[src/rtl/arith_pkg.sv]
// Shared encodings for the sequential arithmetic unit: operation codes and FSM states.
package arith_pkg;

  localparam logic [1:0] OP_ADD = 2'b00;
  localparam logic [1:0] OP_SUB = 2'b01;
  localparam logic [1:0] OP_MUL = 2'b10;
  localparam logic [1:0] OP_DIV = 2'b11;

  localparam logic [1:0] ST_IDLE = 2'd0;
  localparam logic [1:0] ST_CALC = 2'd1;
  localparam logic [1:0] ST_DONE = 2'd2;

endpackage

[src/rtl/arith_iter_core.sv]
// Iterative datapath: shift-add multiply and restoring divide, one bit per step.
// hi/lo hold product high/low halves (MUL) or remainder/quotient (DIV) when done.
module arith_iter_core
  import arith_pkg::*;
#(
  parameter int unsigned WIDTH = 8,
  localparam int unsigned CNT_W = $clog2(WIDTH + 1)
) (
  input  logic             clk,
  input  logic             rst,
  input  logic             start,
  input  logic             is_div,
  input  logic [CNT_W-1:0] start_cnt,
  input  logic [WIDTH-1:0] a,
  input  logic [WIDTH-1:0] b,
  input  logic             step,
  output logic             done_c,
  output logic [WIDTH-1:0] hi,
  output logic [WIDTH-1:0] lo
);

  logic [CNT_W-1:0] cnt;
  logic [WIDTH-1:0] b_q;
  logic             div_q;
  logic [WIDTH:0]   mul_sum;
  logic [WIDTH:0]   div_shift;
  logic             div_ge;
  logic [WIDTH-1:0] div_rem;

  // MUL: add multiplicand when the current multiplier bit is set, then shift {sum, lo} right.
  // DIV: shift next dividend bit into the partial remainder and subtract when it fits.
  always_comb begin
    mul_sum   = {1'b0, hi} + (lo[0] ? {1'b0, b_q} : {(WIDTH+1){1'b0}});
    div_shift = {hi, lo[WIDTH-1]};
    div_ge    = (div_shift >= {1'b0, b_q});
    div_rem   = div_shift[WIDTH-1:0] - b_q;
  end

  assign done_c = (cnt == CNT_W'(1));

  always_ff @(posedge clk) begin
    if (rst) begin
      cnt   <= '0;
      hi    <= '0;
      lo    <= '0;
      b_q   <= '0;
      div_q <= 1'b0;
    end else if (start) begin
      cnt   <= start_cnt;
      hi    <= '0;
      lo    <= a;
      b_q   <= b;
      div_q <= is_div;
    end else if (step && (cnt != '0)) begin
      cnt <= cnt - CNT_W'(1);
      if (div_q) begin
        hi <= div_ge ? div_rem : div_shift[WIDTH-1:0];
        lo <= {lo[WIDTH-2:0], div_ge};
      end else begin
        hi <= mul_sum[WIDTH:1];
        lo <= {mul_sum[0], lo[WIDTH-1:1]};
      end
    end
  end

endmodule

[src/rtl/arith_seq_unit.sv]
// Handshaked unsigned ADD/SUB/MUL/DIV unit; one operation in flight.
// Optional saturation of ADD/SUB/MUL results under ARITH_SEQ_SAT_EN.
module arith_seq_unit
  import arith_pkg::*;
#(
  parameter int unsigned WIDTH = 8
) (
  input  logic             clk,
  input  logic             rst,
  input  logic             in_valid,
  output logic             in_ready,
  input  logic [1:0]       op,
  input  logic [WIDTH-1:0] a,
  input  logic [WIDTH-1:0] b,
  output logic             out_valid,
  input  logic             out_ready,
  output logic [WIDTH-1:0] result,
  output logic [WIDTH-1:0] ext,
  output logic             err
);

  localparam int unsigned CNT_W = $clog2(WIDTH + 1);

  logic [1:0]       state, state_next;
  logic [1:0]       op_q;
  logic [WIDTH-1:0] a_q, b_q;
  logic             latch;
  logic             out_valid_next, err_next, in_ready_next;
  logic [WIDTH-1:0] result_next, ext_next;

  logic             core_start, core_step, core_done_c;
  logic [CNT_W-1:0] core_cnt;
  logic [WIDTH-1:0] core_hi, core_lo;

  logic [WIDTH:0]   sum_c, diff_c;
  logic [WIDTH-1:0] res_c, ext_c;
  logic             err_c;

  arith_iter_core #(.WIDTH(WIDTH)) u_core (
    .clk       (clk),
    .rst       (rst),
    .start     (core_start),
    .is_div    (op == OP_DIV),
    .start_cnt (core_cnt),
    .a         (a),
    .b         (b),
    .step      (core_step),
    .done_c    (core_done_c),
    .hi        (core_hi),
    .lo        (core_lo)
  );

  // Final result selection from latched operands and iterative datapath.
  always_comb begin
    sum_c  = {1'b0, a_q} + {1'b0, b_q};
    diff_c = {1'b0, a_q} - {1'b0, b_q};
    res_c  = '0;
    ext_c  = '0;
    err_c  = 1'b0;
    case (op_q)
      OP_ADD: begin
        res_c = sum_c[WIDTH-1:0];
        ext_c = WIDTH'(sum_c[WIDTH]);
`ifdef ARITH_SEQ_SAT_EN
        if (sum_c[WIDTH]) res_c = '1;
`endif
      end
      OP_SUB: begin
        res_c = diff_c[WIDTH-1:0];
        ext_c = WIDTH'(diff_c[WIDTH]);
`ifdef ARITH_SEQ_SAT_EN
        if (diff_c[WIDTH]) res_c = '0;
`endif
      end
      OP_MUL: begin
        res_c = core_lo;
        ext_c = core_hi;
`ifdef ARITH_SEQ_SAT_EN
        if (core_hi != '0) res_c = '1;
`endif
      end
      default: begin
        if (b_q == '0) begin
          res_c = '1;
          ext_c = a_q;
          err_c = 1'b1;
        end else begin
          res_c = core_lo;
          ext_c = core_hi;
        end
      end
    endcase
  end

  // Next-state and registered-output logic.
  always_comb begin
    state_next     = state;
    out_valid_next = out_valid;
    result_next    = result;
    ext_next       = ext;
    err_next       = err;
    latch          = 1'b0;
    core_start     = 1'b0;
    core_step      = 1'b0;
    core_cnt       = CNT_W'(1);
    case (state)
      ST_IDLE: begin
        if (in_valid) begin
          latch = 1'b1;
          if ((op == OP_DIV) && (b == '0)) begin
            state_next = ST_DONE;
          end else begin
            core_start = 1'b1;
            core_cnt   = op[1] ? CNT_W'(WIDTH) : CNT_W'(1);
            state_next = ST_CALC;
          end
        end
      end
      ST_CALC: begin
        core_step = 1'b1;
        if (core_done_c) state_next = ST_DONE;
      end
      ST_DONE: begin
        if (!out_valid) begin
          out_valid_next = 1'b1;
          result_next    = res_c;
          ext_next       = ext_c;
          err_next       = err_c;
        end else if (out_ready) begin
          out_valid_next = 1'b0;
          state_next     = ST_IDLE;
        end
      end
      default: state_next = ST_IDLE;
    endcase
    in_ready_next = (state_next == ST_IDLE);
  end

  always_ff @(posedge clk) begin
    if (rst) begin
      state     <= ST_IDLE;
      in_ready  <= 1'b1;
      out_valid <= 1'b0;
      result    <= '0;
      ext       <= '0;
      err       <= 1'b0;
      op_q      <= OP_ADD;
      a_q       <= '0;
      b_q       <= '0;
    end else begin
      state     <= state_next;
      in_ready  <= in_ready_next;
      out_valid <= out_valid_next;
      result    <= result_next;
      ext       <= ext_next;
      err       <= err_next;
      if (latch) begin
        op_q <= op;
        a_q  <= a;
        b_q  <= b;
      end
    end
  end

endmodule

[config.mk]
export PLATFORM = sky130hd
export DESIGN_NAME = arith_seq_unit
export DESIGN_NICKNAME = d
export VERILOG_FILES = /design/src/rtl/arith_pkg.sv /design/src/rtl/arith_iter_core.sv /design/src/rtl/arith_seq_unit.sv
export SDC_FILE = /design/constraint.sdc
export NUM_CORES = 1
export LEC_CHECK = 0
export BUFFER_PORTS_ARGS = -buffer_cell sky130_fd_sc_hd__clkbuf_2
export CORE_AREA = 2 2 96 98
export CTS_CLUSTER_DIAMETER = 100
export DETAILED_ROUTE_END_ITERATION = 16
export DIE_AREA = 0 0 98 100
export PLACE_DENSITY = 0.73
export SLEW_MARGIN = 20
export SYNTH_ARGS = -nofsm -noshare
export SYNTH_HDL_FRONTEND = slang
export SYNTH_HIERARCHICAL = 1
export SYNTH_SLANG_ARGS = --single-unit
[constraint.sdc]
create_clock -name clk -period 5.4 [get_ports clk]
set_clock_uncertainty 0.2 [all_clocks]
set_input_delay 1.08 -clock clk [delete_from_list [all_inputs] [get_ports clk]]
set_output_delay 1.08 -clock clk [all_outputs]
set_load 0.02 [all_outputs]
# Yosys cells after proc, flatten, opt, wreduce, memory -nomap -nowiden
# Cells that the tools add are included.
# W data, S select, Z words.
# classes
n_addsub	5
n_lt_le_gt_ge	1
eq_ne	6
muxes	32
n_bitwise	1
reduce_logical	12
# op_table
op	n
$mux W8	8
$pmux W8 S3	2
$mux W4	6
$logic_not A8 Y1	2
$mux W1	10
$mux W2	5
$add A8 B8 Y9	1
$add A8 B9 Y9	1
$ge A9 B8 Y1	1
$sub A8 B8 Y9	1
$sub A8 B8 Y8	1
$eq A2 B2 Y1 const B	3
$logic_not A2 Y1	3
$pmux W2 S3	1
$eq A2 B1 Y1 const B	2
$eq A4 B1 Y1 const B	1
$reduce_bool A4 Y1	1
$sub A4 B1 Y4 const B	1
$reduce_or A3 Y1	1
$logic_and A1 B1 Y1	2
$reduce_and A2 Y1	1
$reduce_bool A2 Y1	1
$reduce_or A2 Y1	1
$not A1 Y1	1
# totals
reg_bits	68
out_inout_bits	19
wordCells	71

# Longest topological paths before layout
# depth
word_depth	6
mapped_depth	9
mapped_depth_nobuf	9

# Modules after synthesis
# The synthesis kept the hierarchy.
# modules_own_cells
module	instances	cells_per_inst	area_each_um2
arith_seq_unit	1	312	2503.7
arith_iter_core	1	271	2178.3

# Worst setup path before layout
# No wires, ideal clock.
# synth_path
kind	input port to flip-flop
startpoint	input in_valid
endpoint	register u_core.b_q[6]
arrival_ns	2.559
t_required_ns	5.072
path_slack_ns	2.514
stages	6
path_buffers	2
path_cell_list	or3b_2 > a31oi_1 > clkbuf_1 > buf_1 > mux2i_1 > nor2_1
# synth_between
elab_chain_cells	2
# synth_lines
item	line	text
start: declaration	arith_seq_unit.sv:10	input logic in_valid,
$mux W1	arith_seq_unit.sv:108	if (in_valid) begin
$mux W1	arith_seq_unit.sv:106	case (state)
named net core_start	arith_seq_unit.sv:31	logic core_start, core_step, core_done_c;
end signal: assignment	arith_iter_core.sv:46	b_q <= '0;
end signal: assignment	arith_iter_core.sv:52	b_q <= b;
end: declaration	arith_iter_core.sv:23	logic [WIDTH-1:0] b_q;
# The timed path passes the listed nets, and every way through them passes these cells.
# A chain may end at the register's enable or synchronous reset.

# Worst setup path in the final report
# layout_path
startpoint	input in_valid
endpoint	register u_core.hi[3]
# layout_between
elab_chain_cells	3
# layout_lines
item	line	text
$mux W1	arith_seq_unit.sv:108	
$mux W1	arith_seq_unit.sv:106	
named net core_start	arith_seq_unit.sv:31	
$reduce_or A2 Y1 (no source line)	--	
end signal: assignment	arith_iter_core.sv:57	hi <= div_ge ? div_rem : div_shift[WIDTH-1:0];
end signal: assignment	arith_iter_core.sv:60	hi <= mul_sum[WIDTH:1];
end: declaration	arith_iter_core.sv:18	output logic [WIDTH-1:0] hi,
# The timed path passes the listed nets, and every way through them passes these cells.

==> metrics <==
GRT Total Usage 0.254; Primary FF master, synth dfxtp_1; cts-stage hold buffer count 0; later-pin clock latency in the skew report 0.36 ns; path category of the worst min-delay check reg -> reg; count of endpoints failing hold in the final timing report 0; top post-synthesis cells by area dfxtp_1 29%, ha_1 9.4%, a21oi_1 5.6%, nor2_1 5.5%, nand2_1 5.1%; share of final-layout standard cells stronger than drive strength 1 0.143; critical path cell sequence clkbuf_2 -> or3b_2 -> a31oi_2 -> buf_4 -> nor2_1 -> nand2_1 -> nor2_1 -> a32o_1; fillcell total 821; library cell with the largest summed area after synthesis dfxtp_1; number of buffers on the longest clock path 2; GP Congestion 0.947; sequential element share of the synthesized area 0.291; max cap viols 0; wire per inst 16.5 um; average vias per placed instance just under 6; area inside the core boundary 8890 um2; total die area around 9800 um2; relative slew slack 0.293; reported leakage power about 2.2 nW; kind of start point of the critical path primary input; number of slew-limit violations in the final report 0; worst slack at placement 1.98 ns; Die W slightly below 100 um; initial drt markers 220; Critical path buffers and inverters 2; PD cells between 200 and 300 nW/um2; Post-Syn Instances 583; run status complete, no violations; die span in y 100 um; aggregate routed wire length 12000 um; estimated wirelength of the detail-placed design 9320 um; cells resized by post-CTS repair 0; synthesis-stage register bit count 68; final worst path period share 0.571; worst-path fanout max 30; number of buffers added for setup after CTS 0; EDFF count, synth 0; distinct cell type count after synthesis 73; top-level port count 41; number of global-route vias before repair 4013; arrival time worst endpoint 3.12 ns; class of the most critical setup path in -> reg; post-layout power 1.41 mW; depth of the CTS H-tree 3; critical path's largest stage delay between 0.6 and 0.7 ns; Setup-failing EPs final 0; Post-Place Cells 710; endpoint class of the critical path flip-flop; net total in the final layout between 600 and 700; final setup TNS 0 ns; share of the synthesized area in the top cell type 0.291; remaining number of nets flagged by the antenna check after routing 0; row cnt 35; largest net degree at the start of global routing 44; Worst Tran Pin Value 1.06 ns; slowest library cell on the worst path or3b_2; number of antenna diodes 0; Period minus WS final 3.08 ns; count of warnings emitted by yosys 6; Layout Cells excl Fill 726; layout-stage area growth over the synthesis result 9.54%; IO Port Bufs 40; Final WS setup 2.32 ns; overall overflow remaining after global route 0; number of remaining DRC errors 0; most common cell type on the critical path nor2_1; wire length of the first global-routing pass 19900 um; VDD IR max 0.138 mV; setup repair after global routing missed its margin false; clock tree sinks a little under 70; CTS tree yes; effective utilization at floorplan 0.527; WP data required 5.44 ns; clock-pin slew reported for the worst setup and hold paths after clock tree synthesis 0.08 ns; via count of the routed design 4256; antenna violations before repair 0; cell type group with the largest total delay on the critical path simple AND/OR/NAND/NOR gates; achievable frequency 325 MHz; Avg Synthesized Cell Area roughly 8.0 um2; clk root buf clkbuf_8; post-synthesis instance area 4680 um2; number of iterations in the first detailed-routing pass 5; CTS Buf Count 9; share of async-settable or async-resettable flops after synthesis 0
==> power breakdown <==
group          switching, mW  total (mW)  internal, mW  leakage, nW
Sequential            0.0509       0.586         0.535        0.555
Clock                  0.205       0.430         0.225       0.0983
Combinational          0.231       0.392         0.161         1.52
==> per-stage QoR <==
stage / area [um2] / hold slack (ns) / utilization
floorplan: 4690 / 0.254 / -
global placement: 4920 / 0.237 / 0.553
detailed placement: 4920 / 0.244 / 0.553
CTS: 5120 / 0.255 / 0.576
global route: 5130 / 0.290 / 0.577
finish: 5130 / 0.249 / 0.577
==> final timing paths <==
check / from / cells past startpoint / endpoint / slack (ns)
setup reg to reg: u_core/lo[0]$_SDFFE_PP0P_ / 9 / u_core/hi[5]$_SDFFE_PP0P_ / 2.52
hold / removal: result[6]$_SDFFE_PP0P_ / 2 / result[6]$_SDFFE_PP0P_ / 0.25
hold reg to reg: result[6]$_SDFFE_PP0P_ / 2 / result[6]$_SDFFE_PP0P_ / 0.25
setup / recovery: in_valid / 8 / u_core/hi[3]$_SDFFE_PP0P_ / 2.32
==> tightest hold or removal path: cells and delay by family, from the launching register on <==
kind	cells	cell delay, ns
simple gates	1	0.05
compound gates	1	0.05
flops	1	0.31
==> cells by family after synthesis <==
kind of cell    Yosys count  share of synthesized area
mux                      31                     0.0743
other cells               1                   0.000801
compound gates          157                      0.225
xor+xnor                 11                     0.0206
fa+ha+maj                39                      0.111
flops                    68                      0.291
simple gates            211                      0.219
buf+inv                  65                     0.0583
==> layout make-up <==
cell class,count,area (um2),area share
Multi-Input combinational cell,451,3070,0.598
Sequential cell,68,1360,0.265
Timing Repair Buffer,43,223,0.0434
Inverter,37,139,0.0271
Tap cell,111,139,0.0271
Clock buffer,10,138,0.0268
Clock inverter,6,63.8,0.0124
==> placed cells by master, fill, tap and decap left out, drive strengths merged, types with 16 or more instances in the layout <==
master   n
clkbuf  50
dfxtp   68
mux2i   22
inv     37
ha      35
nor2    71
nand2   65
o21ai   29
a211oi  16
a21oi   52
==> synthesized netlist by cell type, types with 3 or more instances <==
cell      count
nand2b_1      9
o21a_1        5
mux2_4        7
nor2b_1       5
dfxtp_1      68
o21ai_0      23
a22oi_1       7
nor3_1        6
a21oi_1      52
nor4_1        8
a32o_1        3
xnor2_1      10
o21ai_1       5
ha_1         35
a21o_1        5
nand2_1      64
buf_1         3
or3_1         3
mux2i_1      22
o221ai_1      3
and2_1       11
a221oi_1      6
and3_1        4
clkbuf_1     11
o31ai_1       7
a211oi_1     15
nor2_1       69
buf_2        11
nand3_1      11
fa_1          4
inv_1        37
==> sequential cells by signal (all words and copies together), names as in the netlist <==
| register | flops |
|---|---|
| ext | 8 |
| b_q | 8 |
| u_core/lo | 8 |
| u_core/b_q | 8 |
| result | 8 |
| state | 2 |
| in_ready | 1 |
| err | 1 |
| a_q | 8 |
| op_q | 2 |
| u_core/hi | 8 |
| u_core/cnt | 4 |
| u_core/div_q | 1 |
| out_valid | 1 |
==> per-layer routing <==
layer  share of wire  GRT usage  wire, um  vias up
met5               0          0         0        -
met4           0.016     0.0951       196        0
met3           0.060     0.0487       724       15
met2            0.47      0.414      5600      138
met1            0.46      0.335      5480     1985
li1                -          -         -     2118
(Power assumes the default switching activity.)
